<file path="config.mk">
export PLATFORM = sky130hd
export DESIGN_NAME = vga_sync_decoder
export DESIGN_NICKNAME = d
export VERILOG_FILES = /design/src/rtl/vga_sync_decoder.sv
export SDC_FILE = /design/constraint.sdc
export NUM_CORES = 1
export LEC_CHECK = 0
export ABC_AREA = 1
export CAP_MARGIN = 20
export CORE_MARGIN = 10
export CORE_UTILIZATION = 53
export CTS_CLUSTER_SIZE = 8
export DETAILED_ROUTE_END_ITERATION = 8
export PLACE_DENSITY_LB_ADDON = 0.12
export SYNTH_ARGS = -nofsm -noshare
export SYNTH_HDL_FRONTEND = slang
export SYNTH_SLANG_ARGS = --single-unit
export TNS_END_PERCENT = 100
</file>
<file path="constraint.sdc">
create_clock -name clk -period 2.7 [get_ports clk]
set_input_delay 0.405 -clock clk [delete_from_list [all_inputs] [get_ports clk]]
set_output_delay 0.405 -clock clk [all_outputs]
set_load 0.02 [all_outputs]
</file>
<file path="src/rtl/vga_sync_decoder.sv">
// Recovers pixel coordinates and frame boundaries from a VGA-style timing stream.
// Coordinates and frame markers are qualified only after one verified clean frame.
module vga_sync_decoder #(
    parameter int unsigned HMAX = 640,
    parameter int unsigned VMAX = 480
) (
    input  logic        clk,
    input  logic        reset,
    input  logic        tick,
    input  logic        video_on,
    input  logic        vsync_n,
    output logic [10:0] x,
    output logic [10:0] y,
    output logic        pixel_valid,
    output logic        frame_start,
    output logic        frame_end,
    output logic        locked,
    output logic        sync_err,
    output logic [7:0]  err_count
);

    localparam int unsigned CW = 11;
    localparam int unsigned EW = 8;

    typedef enum logic [1:0] {
        HUNT   = 2'd0,
        ARM    = 2'd1,
        LOCKED = 2'd2
    } state_t;

    state_t          state;
    state_t          state_nxt;
    logic            von_d;
    logic            vs_d;
    logic [CW-1:0]   hc;
    logic [CW-1:0]   vc;
    logic [CW-1:0]   lines;
    logic            line_end;
    logic            vs_edge;
    logic            active;
    logic            err;

    assign line_end = tick & von_d & ~video_on;
    assign vs_edge  = tick & vs_d & ~vsync_n;
    assign active   = tick & video_on;
    assign lines    = vc + CW'(line_end);

    // Timing checks apply only once a frame boundary has been seen.
    always_comb begin
        err = 1'b0;
        if (state != HUNT) begin
            if (active && (hc == CW'(HMAX)))
                err = 1'b1;
            if (line_end && (hc != CW'(HMAX)))
                err = 1'b1;
            if (line_end && (vc == CW'(VMAX)))
                err = 1'b1;
            if (vs_edge && (lines != CW'(VMAX)))
                err = 1'b1;
        end
    end

    // State register
    always_ff @(posedge clk or posedge reset) begin
        if (reset)
            state <= HUNT;
        else
            state <= state_nxt;
    end

    // Next-state logic
    always_comb begin
        state_nxt = state;
        case (state)
            HUNT: begin
                if (vs_edge)
                    state_nxt = ARM;
            end
            ARM: begin
                if (err)
                    state_nxt = HUNT;
                else if (vs_edge)
                    state_nxt = LOCKED;
            end
            LOCKED: begin
                if (err)
                    state_nxt = HUNT;
            end
            default: state_nxt = HUNT;
        endcase
    end

    // Output decode
    always_comb begin
        locked      = 1'b0;
        pixel_valid = 1'b0;
        frame_start = 1'b0;
        frame_end   = 1'b0;
        if (state == LOCKED) begin
            locked      = 1'b1;
            pixel_valid = active & ~err;
        end
        frame_start = pixel_valid && (hc == '0) && (vc == '0);
        frame_end   = pixel_valid && (hc == CW'(HMAX - 1)) && (vc == CW'(VMAX - 1));
    end

    // Edge-detect history, advanced only on pixel ticks
    always_ff @(posedge clk or posedge reset) begin
        if (reset) begin
            von_d <= 1'b0;
            vs_d  <= 1'b1;
        end else if (tick) begin
            von_d <= video_on;
            vs_d  <= vsync_n;
        end
    end

    // Position counters; a frame edge or a timing error restarts them
    always_ff @(posedge clk or posedge reset) begin
        if (reset) begin
            hc <= '0;
            vc <= '0;
        end else if (vs_edge || err) begin
            hc <= '0;
            vc <= '0;
        end else if (line_end) begin
            hc <= '0;
            vc <= vc + CW'(1);
        end else if (active) begin
            hc <= hc + CW'(1);
        end
    end

    // Error pulse and saturating error count
    always_ff @(posedge clk or posedge reset) begin
        if (reset) begin
            sync_err  <= 1'b0;
            err_count <= '0;
        end else begin
            sync_err <= err;
            if (err && (err_count != {EW{1'b1}}))
                err_count <= err_count + EW'(1);
        end
    end

    assign x = hc;
    assign y = vc;

endmodule

</file>
==> reports/metrics.cfg, run 1 <==
[clocking]
cts_sinks=35
cts_root_buf=clkbuf_8
ctsHoldBuffers=0
max-clock-path-buffers=2
clk_pin_slew_ps=70
cts_tree=done
clkLatencyLatePin_ps=290
htreeDepth=2
cts_buffers=5

[placement]
dp_cells=404
gp_congestion=0.910
dp.final_hpwl_um=4400
io_buffers=39

[die]
fp.dieW_um=85.7
io_pins=40
core_mm2=0.00409
dieArea_mm2=0.00735
die_y_um=85.7
initial_utilization_pct=56.1
rows=23

[critical_path]
ff2ff_path_depth=21
crit_path_end=frame_end
start_kind=register
cp_common_cell=nand2_1
slowest_stage=dfrtp_1
worstSetupPathType=reg -> out
cp.arrival_ps=2290
cpPeakStageDelay_ps=340
rr_endpoint=err_count[1]
crit_chain=inv_2 > nor3_4 > ha_4 > ha_4 > inv_2 > nand2_1 > nor2_1 > nand3_1 > nor2_1 > nand2_1 > nor2_1 > nand2_1 > nand2_1 > nand2_2 > nand2_4 > nand3_4 > nor2_4 > buf_6
crit_start=von_d
path_max_fanout=3
reg2reg_from=von_d
end_kind=primary output
required_ps=2300
ff2ff_setup_slack_ps=320

[timing]
slew_violations=0
max_freq_mhz=371
finalHoldViolCount=0
clock-skew-final_ps=5.04
rsz0062_at_grt=yes
setup_tns_ps=0
final.min_clock_period_ps=2690
hold_ws_ps=424
relSlewSlack_pct=69.7
setup_viol=0
tightest_slew_ps=451
fin_crit_sh_pct=99.8

[final_layout]
n_fill_cell=302
diodes=0
final_common_cell=nand2_1
finalNetCount=376
layout-drive-gt1-share_pct=28.8
fin_cells=415
syn2layout_area_growth_pct=39.5
layout_common_cells=nand2_1 (51), buf_4 (37), dfrtp_1 (34), clkdlybuf4s50_1 (34), inv_1 (32)

[pwr]
p_comb_share_pct=32.7
p_int_mw=1.21
power.switching_mw=0.611
powerDensity_mw_per_mm2=571
peakVddDrop_mv=0.486
p_leak_nw=1.48
power_frac_clock_pct=31.1
switching_share_pct=33.5
finalPower_mw=1.82
pwr-share-seq_pct=36.2

[yosys]
synth_nets=298
ys_warn_count=0
synthDominantCellAreaShare_pct=37.1
synthDistinctLibCells=28
synth_largest_area_cell=dfrtp_1
seq_area_frac_synth_pct=38.3
synthCells=286
netlist_area_mm2=0.00229
synth-seq-cells=35
synthTopCellsByArea=dfrtp_1 (37%), nand2_1 (8.4%), inv_1 (5.7%), nor2_2 (5.7%), xor2_1 (5.7%)
avgSynthCellArea_um2=8.01

[grt]
first_global_vias=2131
grt_pass1_wl_um=10000
grtUsageTotal_pct=16.4
gr-total-overflow=0
grt_max_degree=36
antenna_found_initial=0

[detailed_routing]
first_pass_iters=4
vias_per_cell=5.16
wl_um=5940
num_vias=2141
ant_nets=0
avgRoutedWirePerCell_um=14.3
drc=0
drtIter0Drc=80

[run_status]
status=complete, no violations

[flow_run]
maxCapViolations=0

[min_path]
hp-class=in -> reg

per-stage QoR:
stage	setup slack [ps]	area (um^2)	utilization, %
floorplan	39.0	2290	-
global placement	-819	2960	72.4
detailed placement	-950	2960	72.4
CTS	-159	3170	77.6
global route	-149	3200	78.2
finish	6.00	3200	78.2
logic make-up after synthesis:
group / count (synthesis) / share of synthesized area (%)
AND/OR/NAND/NOR: 165 / 37.4
buffers and inverters: 44 / 8.85
flip-flops: 35 / 38.3
XOR/XNOR: 23 / 8.79
AO/OA/AOI/OAI: 12 / 2.89
adder cells (fa/ha/maj): 7 / 3.82
power groups by stage:
stage | logic, mW | registers (mW) | clock network [mW]
final | 0.596 | 0.660 | 0.567
after global routing | 0.657 | 0.668 | 0.598
after CTS | 0.593 | 0.657 | 0.581
after detailed placement | 0.573 | 0.662 | 0
after global placement | 0.559 | 0.663 | 0
after floorplan | 0.278 | 0.720 | 0
worst min-delay path by stage:
stage          startpoint        to  depth (start not counted)
6_report             tick      vs_d                          4
5_1_grt              tick     von_d                          3
4_1_cts          state[1]  state[0]                          1
2_1_floorplan    state[1]  state[0]                          1
3_5_place_dp     state[1]  state[0]                          1
3_3_place_gp     state[1]  state[0]                          1
synth_stat cells:
| library cell | instances |
|---|---|
| nand2_1 | 51 |
| inv_1 | 35 |
| dfrtp_1 | 34 |
| nor2_1 | 27 |
| nand3_1 | 22 |
| nor2_2 | 21 |
| nand4_1 | 16 |
| xor2_1 | 15 |
| nor3_1 | 8 |
| xnor2_1 | 8 |
| ha_1 | 7 |
| nand2_2 | 6 |
| o21ai_0 | 6 |
| buf_6 | 4 |
| nor4_1 | 4 |
| a21oi_1 | 3 |
| inv_2 | 3 |
| nor2_4 | 3 |
| buf_4 | 2 |
| nand3_4 | 2 |
| nand3b_1 | 2 |
| a31o_2 | 1 |
| and3_2 | 1 |
| dfstp_2 | 1 |
| nand2_4 | 1 |
| nor3_4 | 1 |
| o21ai_1 | 1 |
| o31ai_1 | 1 |
cell type report:
class                      count  area, um^2  area share (%)
multi-input combinational    207        1290            40.5
tap                           50        62.6            1.96
clock buffer                   5        68.8            2.15
timing repair buffer          77         682            21.3
inverter                      38         143            4.46
sequential                    35         877            27.4
clock inverter                 3        67.6            2.11
layer usage:
metal / vias up / routed length [um] / track usage, %
met5: - / 0 / 0
met4: 0 / 126 / 5.84
met3: 14 / 328 / 4.35
met2: 63 / 2950 / 27.2
met1: 993 / 2540 / 20.1
li1: 1071 / - / -
flip-flops by register name, summed over array words and instances (netlist names):
signal,count
x,11
von_d,1
y,11
vs_d,1
err_count,8
state,2
sync_err,1
what timing repair did:
action,in CTS,in global routing
setup endpoints to repair,3,3
gates resized for setup,34,11
pin swaps,12,12
gates cloned,0,0
buffers inserted,2,2
worst max-delay path, delay by kind of cell, from the launching register on:
family        cells  cell delay [ps]
simple gates     13             1080
buf+inv           3              210
flops             1              340
fa+ha+maj         2              370
No activity file was read; power rests on OpenSTA's default activity.
==> run 2: changes to the inputs <==
CORE_MARGIN = 5   (was 10)
SLEW_MARGIN = 30   (was not set)
==> run 2 against run 1 <==
The run now ends with setup timing left. Clock power down 35%. Setup slack worse by 100 ps. Power down 11%. Critical path depth rose by 1. Die area shrank 22%. Sequential cell count unchanged. Count of clock-buffer cells in the layout grew 2. Clock skew rose by 5.0 ps. Fmax decreased by 3.6%. Sequential power fell by 0.9%. Combinational power rose by 1%. Critical endpoint unchanged.
==> reports/metrics.cfg, run 2 (synthesized netlist as in run 1, its figures left out) <==
[run_status]
status=finished, violations left
violations=setup timing

[grt]
grtUsageTotal_pct=21.2  ; +4.8 points
grt_pass1_wl_um=9400  ; -6.1%
first_global_vias=2020  ; -5.2%
grt_max_degree=36  ; unchanged
gr-total-overflow=0  ; unchanged
antenna_found_initial=0  ; unchanged

[detailed_routing]
num_vias=2122  ; -0.89%
ant_nets=0  ; unchanged
wl_um=5620  ; -5.4%
vias_per_cell=5.11  ; -0.89%
drc=0  ; unchanged
first_pass_iters=4  ; unchanged
avgRoutedWirePerCell_um=13.5  ; -5.4%
drtIter0Drc=132  ; +65%

[timing]
setup_tns_ps=-227  ; -227 ps
worst_slack_ps=-96.0  ; -102 ps
rsz0062_at_grt=yes
tightest_slew_ps=453  ; +2.65 ps
max_freq_mhz=358  ; -3.6%
relSlewSlack_pct=69.8  ; about the same
clock-skew-final_ps=10.1  ; +5.02 ps
finalHoldViolCount=0  ; unchanged
setup_viol=3  ; +3
fin_crit_sh_pct=104  ; +3.8 points
final.min_clock_period_ps=2800  ; +102 ps
slew_violations=0  ; unchanged

[critical_path]
end_kind=primary output
cp.arrival_ps=2390  ; +100 ps
required_ps=2300  ; about the same
path_max_fanout=3  ; unchanged
worstSetupPathType=in -> out
start_kind=input pin

[die]
fp.dieW_um=75.7  ; -12%
dieArea_mm2=0.00574  ; -22%
initial_utilization_pct=53.7  ; -2.3 points
core_mm2=0.00426  ; +4.3%
rows=24  ; +4.3%
die_y_um=75.7  ; -12%
io_pins=40  ; unchanged

[final_layout]
layout-drive-gt1-share_pct=25.6  ; -3.1 points
finalNetCount=374  ; -0.53%
final_core_util_pct=73.0  ; -5.2 points
syn2layout_area_growth_pct=35.9
final_design_area_no_fill_mm2=0.00311  ; -2.6%
layout_common_cells=nand2_1 (50), buf_4 (35), dfrtp_1 (34), clkdlybuf4s50_1 (34), inv_1 (33)
final_common_cell=nand2_1
diodes=0  ; unchanged

[placement]
place_area_mm2=0.00296  ; unchanged
gp_congestion=0.912  ; +0.23%
io_buffers=39  ; unchanged
dp.final_hpwl_um=4230  ; -3.8%
dp_slack_ps=-912  ; +37.7 ps

[min_path]
hp-class=reg -> reg

[clocking]
cts_root_buf=clkbuf_8
clk_pin_slew_ps=70  ; about the same
clkLatencyLatePin_ps=290  ; about the same
cts_buffers=5  ; unchanged
max-clock-path-buffers=2  ; unchanged
htreeDepth=2  ; unchanged
ctsHoldBuffers=0  ; unchanged
cts_sinks=35  ; unchanged
cts_tree=done

[pwr]
finalPower_mw=1.63  ; -11%
peakVddDrop_mv=0.508  ; +4.6%
powerDensity_mw_per_mm2=523  ; -8.3%
p_leak_nw=1.45  ; -1.8%

[flow_run]
maxCapViolations=0  ; unchanged

run 2: final timing paths:
kind	from	endpoint	slack [ps]	depth (start not counted)
max in group asynchronous	reset	vs_d	1850	3
min	state[1]	state[0]	430	1
max reg2reg	von_d	err_count[6]	210	21
max	tick	frame_end	-100	19
min in group asynchronous	reset	x[0]	510	3
min reg2reg	state[1]	state[0]	430	1
run 2: cell type report:
class / instances / area, um^2
inverter: 38 / 143
sequential: 35 / 877
multi-input combinational: 207 / 1260
clock inverter: 1 / 5.00
timing repair buffer: 75 / 686
clock buffer: 7 / 76.3
fill: 351 / 1150
tap: 52 / 65.1
run 2: critical path, cell delays in order:
cell	delay (ps)
clkdlybuf4s15_1	190
inv_2	60
nor3_4	230
ha_4	190
ha_4	200
inv_2	50
nand2_2	50
nor2_2	80
nand3_1	80
nor2_1	90
nand2_1	60
nor2_1	80
nand2_1	60
nand2_1	80
nand2_2	80
nand2_4	70
nand3_4	80
nor2_1	100
buf_4	150
run 2: through the flow:
stage	cells	hold slack, ps
floorplan	286	411
global placement	404	418
detailed placement	404	429
CTS	413	436
global route	415	452
finish	415	429
run 2: power breakdown:
group	leakage, nW	switching, mW	total [mW]	internal (mW)
clock network	0.0422	0.190	0.371	0.181
registers	0.473	0.0680	0.654	0.586
logic	0.936	0.336	0.604	0.267
total	1.45	0.595	1.63	1.03
run 2: per-layer routing:
| metal | up-vias | track usage, % | share of wire (%) |
|---|---|---|---|
| met3 | 10 | 4.22 | 3.9 |
| met4 | 0 | 5.44 | 1.5 |
| li1 | 1069 | - | - |
| met5 | - | 0 | 0 |
| met2 | 42 | 35.6 | 50 |
| met1 | 1001 | 27.9 | 44 |
run 2: timing repair:
action | CTS | global route
pin swaps | 11 | 11
buffers inserted | 1 | 2
endpoints found under the setup margin | 3 | 3
resized for setup | 29 | 3
cloned | 0 | 0
